File: src/rtl/gate_chk_settle_timer.sv
//------------------------------------------------------------------------------
// gate_chk_settle_timer : loadable up/down counter with clear and terminal count
// Rev 1.0
//------------------------------------------------------------------------------
`default_nettype none

module gate_chk_settle_timer #(
    parameter int WIDTH = 4
) (
    input  logic             clk,
    input  logic             rst,
    input  logic             i_clr,
    input  logic             i_load,
    input  logic [WIDTH-1:0] i_load_val,
    input  logic             i_en,
    input  logic             i_up,
    input  logic [WIDTH-1:0] i_tc_val,
    output logic [WIDTH-1:0] o_count,
    output logic             o_tc
);

    logic [WIDTH-1:0] r_count;

    // Clear wins over load, load wins over counting.
    always_ff @(posedge clk or posedge rst) begin
        if (rst) begin
            r_count <= '0;
        end else if (i_clr) begin
            r_count <= '0;
        end else if (i_load) begin
            r_count <= i_load_val;
        end else if (i_en) begin
            r_count <= i_up ? r_count + WIDTH'(1) : r_count - WIDTH'(1);
        end
    end

    assign o_count = r_count;
    assign o_tc    = (r_count == i_tc_val);

endmodule

`default_nettype wire

File: config.mk
export PLATFORM = sky130hd
export DESIGN_NAME = gate_chk_settle_timer
export DESIGN_NICKNAME = d
export VERILOG_FILES = /design/src/rtl/gate_chk_settle_timer.sv
export SDC_FILE = /design/constraint.sdc
export NUM_CORES = 1
export LEC_CHECK = 0
export CAP_MARGIN = 20
export CELL_PAD_IN_SITES_DETAIL_PLACEMENT = 1
export CELL_PAD_IN_SITES_GLOBAL_PLACEMENT = 2
export CORE_UTILIZATION = 17
export DETAILED_ROUTE_END_ITERATION = 10
export PLACE_DENSITY_LB_ADDON = 0.1
export REMOVE_ABC_BUFFERS = 1
export SLEW_MARGIN = 20
export SYNTH_ARGS = -nofsm -noshare
export SYNTH_HDL_FRONTEND = slang
export SYNTH_SLANG_ARGS = --single-unit
File: constraint.sdc
create_clock -name clk -period 1.8 [get_ports clk]
set_clock_uncertainty 0.05 [all_clocks]
set_input_delay 0.36 -clock clk [delete_from_list [all_inputs] [get_ports clk]]
set_output_delay 0.36 -clock clk [all_outputs]
set_load 0.02 [all_outputs]
## After elaboration in Yosys (flattened, before gate mapping)

Cells that the tools add are included.
Widths: inputs -> output; s select.

| word-level totals | value |
|---|---|
| memories kept | 0 |
| output and inout bits | 5 |
| memory bits (writable) | 0 |
| bits in latches | 0 |
| bits of input ports | 14 |
| ROM bits | 0 |
| word-level logic and storage cells | 9 |
| flip-flop bits (word level) | 4 |

| operators by class | value |
|---|---|
| shift-type cells | 0 |
| div/mod/pow operators | 0 |
| $lt $le $gt $ge | 0 |
| multiply operators | 0 |
| reductions and logical operators | 1 |
| equality and inequality tests | 1 |
| mux-type cells | 4 |
| bitwise logic cells | 0 |
| add/sub/neg operators | 2 |

Operators with widths:

| cell | count |
|---|---|
| $mux 4 | 4 |
| $add 4x1->4 const B | 1 |
| $eq 4x4->1 | 1 |
| $sub 4x1->4 const B | 1 |
| $reduce_bool 3->1 | 1 |

## Longest topological paths before layout

Gate-level depths: netlist of the first run.

| logic depth | value |
|---|---|
| word-level depth | 5 |
| gate-level depth with buffers | 6 |

## Least setup slack after synthesis of the first run

Ideal clock, no wire load.

| timing | value |
|---|---|
| path kind | reg2reg |
| start | register r_count[2], in the netlist o_count[2] |
| end | register r_count[3], in the netlist o_count[3] |
| path slack | -26 ps |
| clock period less this slack | 1826 ps |
| buffers on the path | 0 |
| stages on the path, launching flop included | 6 |
| required time | 1630 ps |
| arrival | 1657 ps |
| cells stage by stage | dfrtp_1 > ha_1 > a21oi_1 > a21oi_1 > or4_1 > and3_1 |

| on the way | value |
|---|---|
| word-level cells in the longest chain between the ends | 5 |
| elaborated cells between the ends (all ways) | 6 |
| classes of those cells | add/sub: 2; mux: 4 |

RTL lines:

| item | RTL line | source |
|---|---|---|
| from (decl) | 22 | `logic [WIDTH-1:0] r_count;` |
| from (signal assigned) | 31 | `r_count <= i_load_val;` |
| from (signal assigned) | 33 | `r_count <= i_up ? r_count + WIDTH'(1) : r_count - WIDTH'(1);` |
| $sub 4x1->4 or $add 4x1->4 (tied branches) | 33 |  |
| $mux 4 * | 33 |  |
| $mux 4 * | 32 | `end else if (i_en) begin` |
| $mux 4 * | 30 | `end else if (i_load) begin` |
| $mux 4 * | 28 | `end else if (i_clr) begin` |

Mark *: on every way between the ends. The rest lies on a longest branch, timed or not. The select of a mux whose other input is x is not followed.
A chain may end at the register's enable or synchronous reset.

## Worst setup path in the final report of the first run

| timing | value |
|---|---|
| start | register r_count[2], in the netlist o_count[2] |
| end | output port o_count[2] |

RTL lines:

| item | RTL line | source |
|---|---|---|
| to (decl) | 18 | `output logic [WIDTH-1:0] o_count,` |

No word-level cell between the ends.

==> results of run 1 <==
==> final cells by class <==
type	instances	area, um2
multi-input cells	31	253
repair buffers	28	259
fillers	235	1120
inverters	3	11.3
well taps	25	31.3
clock buffers	3	22.5
flip-flops and latches	4	101
==> logic make-up after synthesis <==
group / synth area share
AOI/OAI and AO/OA: 0.125
xor gates and xnor gates: 0.154
adders and majority gates: 0.132
buffers and inverters: 0.0659
DFF: 0.293
muxes: 0.0293
and+or+nand+nor: 0.201
==> worst register-to-register path, delay by kind of cell (launching register included) <==
kind / cells / cell delay [ns]
flip-flops: 1 / 0.38
adder cells (fa/ha/maj): 1 / 0.26
AND/OR/NAND/NOR: 4 / 0.79
buffers and inverters: 1 / 0.14
==> power groups by stage <==
stage / sequential, mW / combinational, mW / clock, mW
floorplan: 0.116 / 0.0502 / 0
global placement: 0.106 / 0.147 / 0
detailed placement: 0.106 / 0.147 / 0
CTS: 0.105 / 0.155 / 0.110
global route: 0.106 / 0.173 / 0.116
finish: 0.105 / 0.159 / 0.107
==> routing by layer <==
layer	global-route usage	part of all wire	wire length, um
met5	0	0	0
met2	0.167	0.48	517
met1	0.131	0.45	484
met4	0.0343	0	0
met3	0.0308	0.064	68
==> layout by cell type, fill, tap and decap left out, drive strengths merged <==
| cell | n |
|---|---|
| and4 | 1 |
| xnor2 | 2 |
| nand3 | 1 |
| o21ai | 1 |
| dfrtp | 4 |
| a21oi | 6 |
| and3 | 1 |
| clkbuf | 4 |
| buf | 11 |
| clkdlybuf4s50 | 12 |
| nand2 | 1 |
| a211oi | 1 |
| xor2 | 4 |
| fa | 1 |
| nor4 | 1 |
| or4 | 1 |
| nor2b | 1 |
| ha | 2 |
| inv | 3 |
| nor2 | 6 |
| mux2i | 1 |
| dlymetal6s2s | 4 |
==> repair_timing <==
action / CTS / global route
gates cloned: 0 / 0
resized for setup: 11 / 8
endpoints found under the setup margin: 5 / 3
hold endpoints to repair: 0 / 0
buffers inserted: 1 / 0
pin swaps: 0 / 1
==> stage by stage <==
| stage | util | instance area, um2 | cells | hold WS, ns |
|---|---|---|---|---|
| after floorplan | - | 330 | 38 | 0.0761 |
| after global placement | 0.338 | 609 | 90 | 0.507 |
| after detailed placement | 0.338 | 609 | 90 | 0.506 |
| after CTS | 0.362 | 652 | 94 | 0.262 |
| after global routing | 0.376 | 678 | 94 | 0.279 |
| final | 0.376 | 678 | 94 | 0.259 |
==> path summary, 6_finish.rpt <==
kind                                   startpoint  depth (start not counted)  slack, ns                     end
max                        o_count[2]$_DFFE_PP0P_                          2       0.04              o_count[2]
min                                           rst                          2       0.26  o_count[1]$_DFFE_PP0P_
max reg2reg                o_count[1]$_DFFE_PP0P_                          6       0.07  o_count[3]$_DFFE_PP0P_
min reg2reg                o_count[3]$_DFFE_PP0P_                          3       0.69  o_count[3]$_DFFE_PP0P_
max in group asynchronous                     rst                          2       1.28  o_count[2]$_DFFE_PP0P_
min in group clk                             i_up                          5       0.60  o_count[3]$_DFFE_PP0P_
==> flow_summary_export.csv, run 1 <==
group,metric,value,unit
setup_path,critical_path_peak_fanout,4,
finish,antenna_cells,0,
clocking,clockBufferDepth,2,
clocking,postCtsHoldBufs,0,
synth,syn_area,342,um2
grt,grt.overflow.total,0,
synth,ys.flop_type,"dfrtp_1",
finish,largest_register_ffs,4,
sta,worstMarginPinSlew,0.240,ns
synth,synthArstFlopShare,1.00,
clocking,clkTransAtPathRegs,0.04,ns
placement,dp_slack,-0.553,ns
clocking,cts-root-buf,"clkbuf_4",
synth,ys_types,20,
sta,period_minus_slack,1.76,ns
floorplan,die_h,46.8,um
synth,synth_warnings,0,
sta,slew_violations,0,
power,p_switching,0.107,mW
sta,finalSetupViolCount,0,
floorplan,die-area,2190,um2
min_path,hp-class,"in2async",
setup_path,crit_arrival,1.35,ns
floorplan,core_area,1800,um2
grt,grt_usage,0.103,
setup_path,worstPathRequired,1.39,ns
finish,nets,88,
placement,io_buffers,18,
synth,synth_top_cell_area_share,0.293,
synth,synth_area_leaders,"dfrtp_1 (29%), xor2_1 (10%), a21oi_1 (8.8%)",
setup_path,crit_path_end_kind,"output port",
sta,setup-tns-final,0,ns
grt,grt_pass1_vias,370,
clocking,clk_latency,0.23,ns
drt,drc_errors,0,
setup_path,crit_type,"reg2out",
clocking,htree_levels,1,
drt,drt-initial-drc-count,0,
placement,dp_hpwl,820,um
synth,synth_edf_count,0,
synth,postSynthCellCount,40,
grt,antenna_found_initial,0,
setup_path,slowest_delay,0.58,ns
floorplan,start_util,0.190,
sta,maxSlewHeadroom,0.840,
sta,worst_slack,0.0379,ns
sta,period_share,0.979,
placement,routabilityCongestion,0.660,
drt,ant_nets,0,
clocking,cts_tree,"yes",
floorplan,io_pins,19,
drt,firstDrtPassIters,1,
grt,grt_pass1_wl,1.53,mm
drt,via_per_inst,4.15,
finish,area_delta_synth_final,98.5,%
sta,hold_violations,0,
sta,fmax,568,MHz
power,pwr_density_cell,548,nW/um2
setup_path,crit_family,"buffers and inverters",
synth,synth_top_cell_by_area,"dfrtp_1",
grt,grt_max_degree,9,
power,clockPowerShare,0.287,
drt,drt-total-wl,1.07,mm
setup_path,startpoint_type,"flip-flop",
power,p_int,0.264,mW
clocking,cts_sinks,4,
flow_run,drv_cap,0,
synth,ys_top_cells_by_count,"a21oi_1 (6), nor2_1 (6), dfrtp_1 (4), xor2_1 (4), inv_1 (3)",
setup_path,crit_slowest_cell,"clkdlybuf4s50_1",
drt,post_drt_wl_per_cell,11.4,um
power,power_frac_seq,0.283,
power,power_leakage,0.339,nW
synth,synth-seq-area-share,0.293,
floorplan,die_w,46.8,um
power,p_sw_frac,0.289,
power,max-vdd-ir-drop,0.000228,V
synth,synth_area_per_cell,8.54,um2
finish,final_layout_size_suffix_gt1_frac,0.319,
power,p_total,0.371,mW
outcome,outcome,"completed",
setup_path,worst-path-buf-inv,2,
power,combPwrFrac,0.429,
drt,num_vias,390,
floorplan,num_rows,15,
synth,ys_ff_latch,4,
setup_path,crit_path_cell_trace,"buf_4 -> clkdlybuf4s50_1",
clocking,cts_buffers,3,
Note: power is estimated with default switching activity, not from simulation.
==> run 2, diff against run 1 <==
- ABC_AREA: not set -> 1
- CORE_UTILIZATION: 17 -> 16
- CTS_BUF_LIST: not set -> sky130_fd_sc_hd__clkbuf_4 sky130_fd_sc_hd__clkbuf_8 sky130_fd_sc_hd__clkbuf_16
==> run 2 against run 1 <==
Effect of this change: synthesized cell count up 33%; routed wire length down 2.5%; die area up 14%; global-route usage down 1.4 points; sequential share of layout area up 0.29 points; fmax up 2.4%; clock power about the same; register-to-register slack better by 0.23 ns; clock-buffer cell count unchanged; sequential cell count unchanged; non-clock buffer count down 4; cell area down 3.1%; largest cell class is now multi-input gates; highest routed layer unchanged.
==> flow_summary_export.csv, run 2 <==
group,metric,value,unit
outcome,outcome,"completed",
placement,dp_hpwl,876,um
clocking,clkTransAtPathRegs,0.04,ns
flow_run,drv_cap,0,
drt,drt-total-wl,1.04,mm
floorplan,die-area,2500,um2
setup_path,reg2reg_to,"o_count[1]$_DFFE_PP0P_",
synth,synth_area_leaders,"dfrtp_1 (27%), nand2_1 (16%), nor2_1 (8.1%)",
power,max-vdd-ir-drop,0.000166,V
setup_path,crit_arrival,1.31,ns
clocking,clockBufferDepth,2,
setup_path,startpoint,"i_tc_val[3]",
sta,period_minus_slack,1.72,ns
finish,largest_register_ffs,4,
grt,antenna_found_initial,0,
drt,ant_nets,0,
clocking,cts_buffers,3,
floorplan,die_w,50.0,um
setup_path,worstPathRequired,1.39,ns
grt,grt_pass1_wl,1.67,mm
grt,grt.overflow.total,0,
drt,num_vias,420,
finish,fin_area,657,um2
synth,ys_types,18,
synth,synth-seq-area-share,0.271,
floorplan,num_rows,17,
sta,fmax,581,MHz
drt,met1_length,465,um
grt,grt_usage,0.0893,
drt,drc_errors,0,
drt,drt-initial-drc-count,3,
synth,postSynthCellCount,53,
setup_path,worst-path-buf-inv,2,
synth,synth_area_per_cell,6.96,um2
sta,finalSetupViolCount,0,
setup_path,crit_slowest_cell,"clkdlybuf4s50_1",
min_path,hp-class,"in2async",
finish,layout_commonest_cell,"nand2_1",
sta,setup-tns-final,0,ns
drt,post_drt_wl_per_cell,9.66,um
setup_path,slowest_delay,0.47,ns
setup_path,crit_path_cell_trace,"clkdlybuf4s50_1 -> xnor2_1 -> nand2_1 -> nor3_2 -> buf_2",
setup_path,reg2reg_depth,4,
placement,dpl_cell_area,629,um2
finish,antenna_cells,0,
synth,synth_most_common_cell,"nand2_1",
setup_path,startpoint_type,"input port",
synth,ys_top_cells_by_count,"nand2_1 (16), nor2_1 (8), inv_1 (6)",
drt,via_per_inst,3.89,
finish,area_delta_synth_final,78.0,%
synth,ys.flop_type,"dfrtp_1",
synth,synth_warnings,0,
clocking,postCtsHoldBufs,0,
sta,hold_violations,0,
sta,rsz0062_at_grt,"no",
placement,io_buffers,18,
setup_path,worst-r2r-setup-slack,0.30,ns
power,power_leakage,0.353,nW
setup_path,crit_path_end_kind,"output port",
setup_path,reg2reg_from,"o_count[0]$_DFFE_PP0P_",
sta,worstMarginPinSlew,0.302,ns
synth,synth_top_cell_by_area,"dfrtp_1",
floorplan,die_h,50.0,um
floorplan,start_util,0.168,
power,clockPowerShare,0.281,
clocking,cts_sinks,4,
sta,maxSlewHeadroom,0.798,
clocking,htree_levels,1,
clocking,clk_latency,0.23,ns
finish,final_layout_size_suffix_gt1_frac,0.188,
drt,met2_length,520,um
grt,grt_pass1_vias,406,
synth,synthArstFlopShare,1.00,
finish,nets,99,
setup_path,critical_path_peak_fanout,1,
power,pwr_density_cell,590,nW/um2
power,p_int,0.265,mW
power,p_switching,0.123,mW
grt,grt_max_degree,8,
power,combPwrFrac,0.446,
setup_path,crit_family,"buffers and inverters",
sta,slew_violations,0,
floorplan,io_pins,19,
setup_path,crit_cells,5,
clocking,cts_tree,"yes",
power,power_frac_seq,0.273,
finish,layout_common_cells,"nand2_1 (16), clkdlybuf4s50_1 (15), nor2_1 (8), inv_1 (6), buf_4 (6)",
setup_path,crit_path_end,"o_tc",
synth,ys_ff_latch,4,
drt,firstDrtPassIters,2,
sta,period_share,0.956,
setup_path,crit_type,"in2out",
synth,syn_area,369,um2
synth,synth_top_cell_area_share,0.271,
placement,routabilityCongestion,0.667,
clocking,cts-root-buf,"clkbuf_4",
drt,top_layer,"met3",
synth,synth_edf_count,0,
power,p_sw_frac,0.316,
drt,wl_met3,57,um
floorplan,core_area,2190,um2
-- run 2: cell count changes after synthesis, moves of 2 or more --
cell and delta:
nor2_1 +2, a21oi_1 -5, nand2_1 +15, inv_1 +3
-- run 2: power groups by stage --
stage,Combinational (mW),Sequential (mW),Clock [mW]
floorplan,0.0669,0.124,0
global placement,0.175,0.107,0
detailed placement,0.176,0.107,0
CTS,0.177,0.106,0.113
global route,0.193,0.107,0.114
finish,0.173,0.106,0.109
-- run 2: worst min path at each step --
stage	slack [ns]	from	end	cells past startpoint
floorplan	0.08	rst	o_count[0]$_DFFE_PP0P_	1
global placement	0.50	rst	o_count[0]$_DFFE_PP0P_	2
detailed placement	0.51	rst	o_count[0]$_DFFE_PP0P_	2
CTS	0.26	rst	o_count[0]$_DFFE_PP0P_	2
global route	0.27	rst	o_count[0]$_DFFE_PP0P_	2
finish	0.26	rst	o_count[0]$_DFFE_PP0P_	2
-- run 2: cell families (layout without fill, tap and decap cells) --
logic type | after synthesis | count (layout) | share of synthesized area
simple gates | 29 | 29 | 0.319
fa+ha+maj | 3 | 3 | 0.122
compound gates | 5 | 5 | 0.0983
flops | 4 | 4 | 0.271
xor+xnor | 5 | 5 | 0.119
buf+inv | 7 | 34 | 0.0712
-- run 2: layout make-up --
type	instances	area, um2
Sequential cell	4	100
Fill cell	279	1530
Timing Repair Buffer	24	225
Inverter	7	26.3
Multi-Input combinational cell	42	248
Clock buffer	3	22.5
Tap cell	28	35.0
-- run 2: per-stage QoR --
step                setup slack [ns]  hold slack (ns)  utilization  power [mW]  cells
floorplan                      0.193           0.0761            -       0.190     53
global placement              -0.362            0.500        0.287       0.281    105
detailed placement            -0.401            0.509        0.287       0.283    105
CTS                           0.0220            0.261        0.295       0.396    108
global route                 0.00986            0.270        0.300       0.414    108
finish                        0.0793            0.261        0.300       0.388    108
-- run 2: metal layers --
layer | vias to the layer above | global-route usage
li1 | 219 | -
met1 | 187 | 0.103
met2 | 14 | 0.151
met3 | 0 | 0.00309
met4 | 0 | 0.0714
met5 | - | 0
-- run 2: worst reg2reg max path, stage by stage (launching register included) --
cell     delay, ns
dfrtp_1       0.38
buf_4         0.16
fa_1          0.52
nor2_1        0.05
o31ai_2       0.24
-- run 2: what timing repair did --
item / CTS / global route
buffers inserted: 0 / 0
resized for setup: 5 / 3
setup endpoints to repair: 1 / 3
==> run 3, diff against run 2 <==
- ABC_AREA: 1 -> not set
- CORE_UTILIZATION: 16 -> 17
- SLEW_MARGIN: 20 -> not set
==> results of run 3 <==
The final DEF is identical to that of run 1; final timing and power are the same.
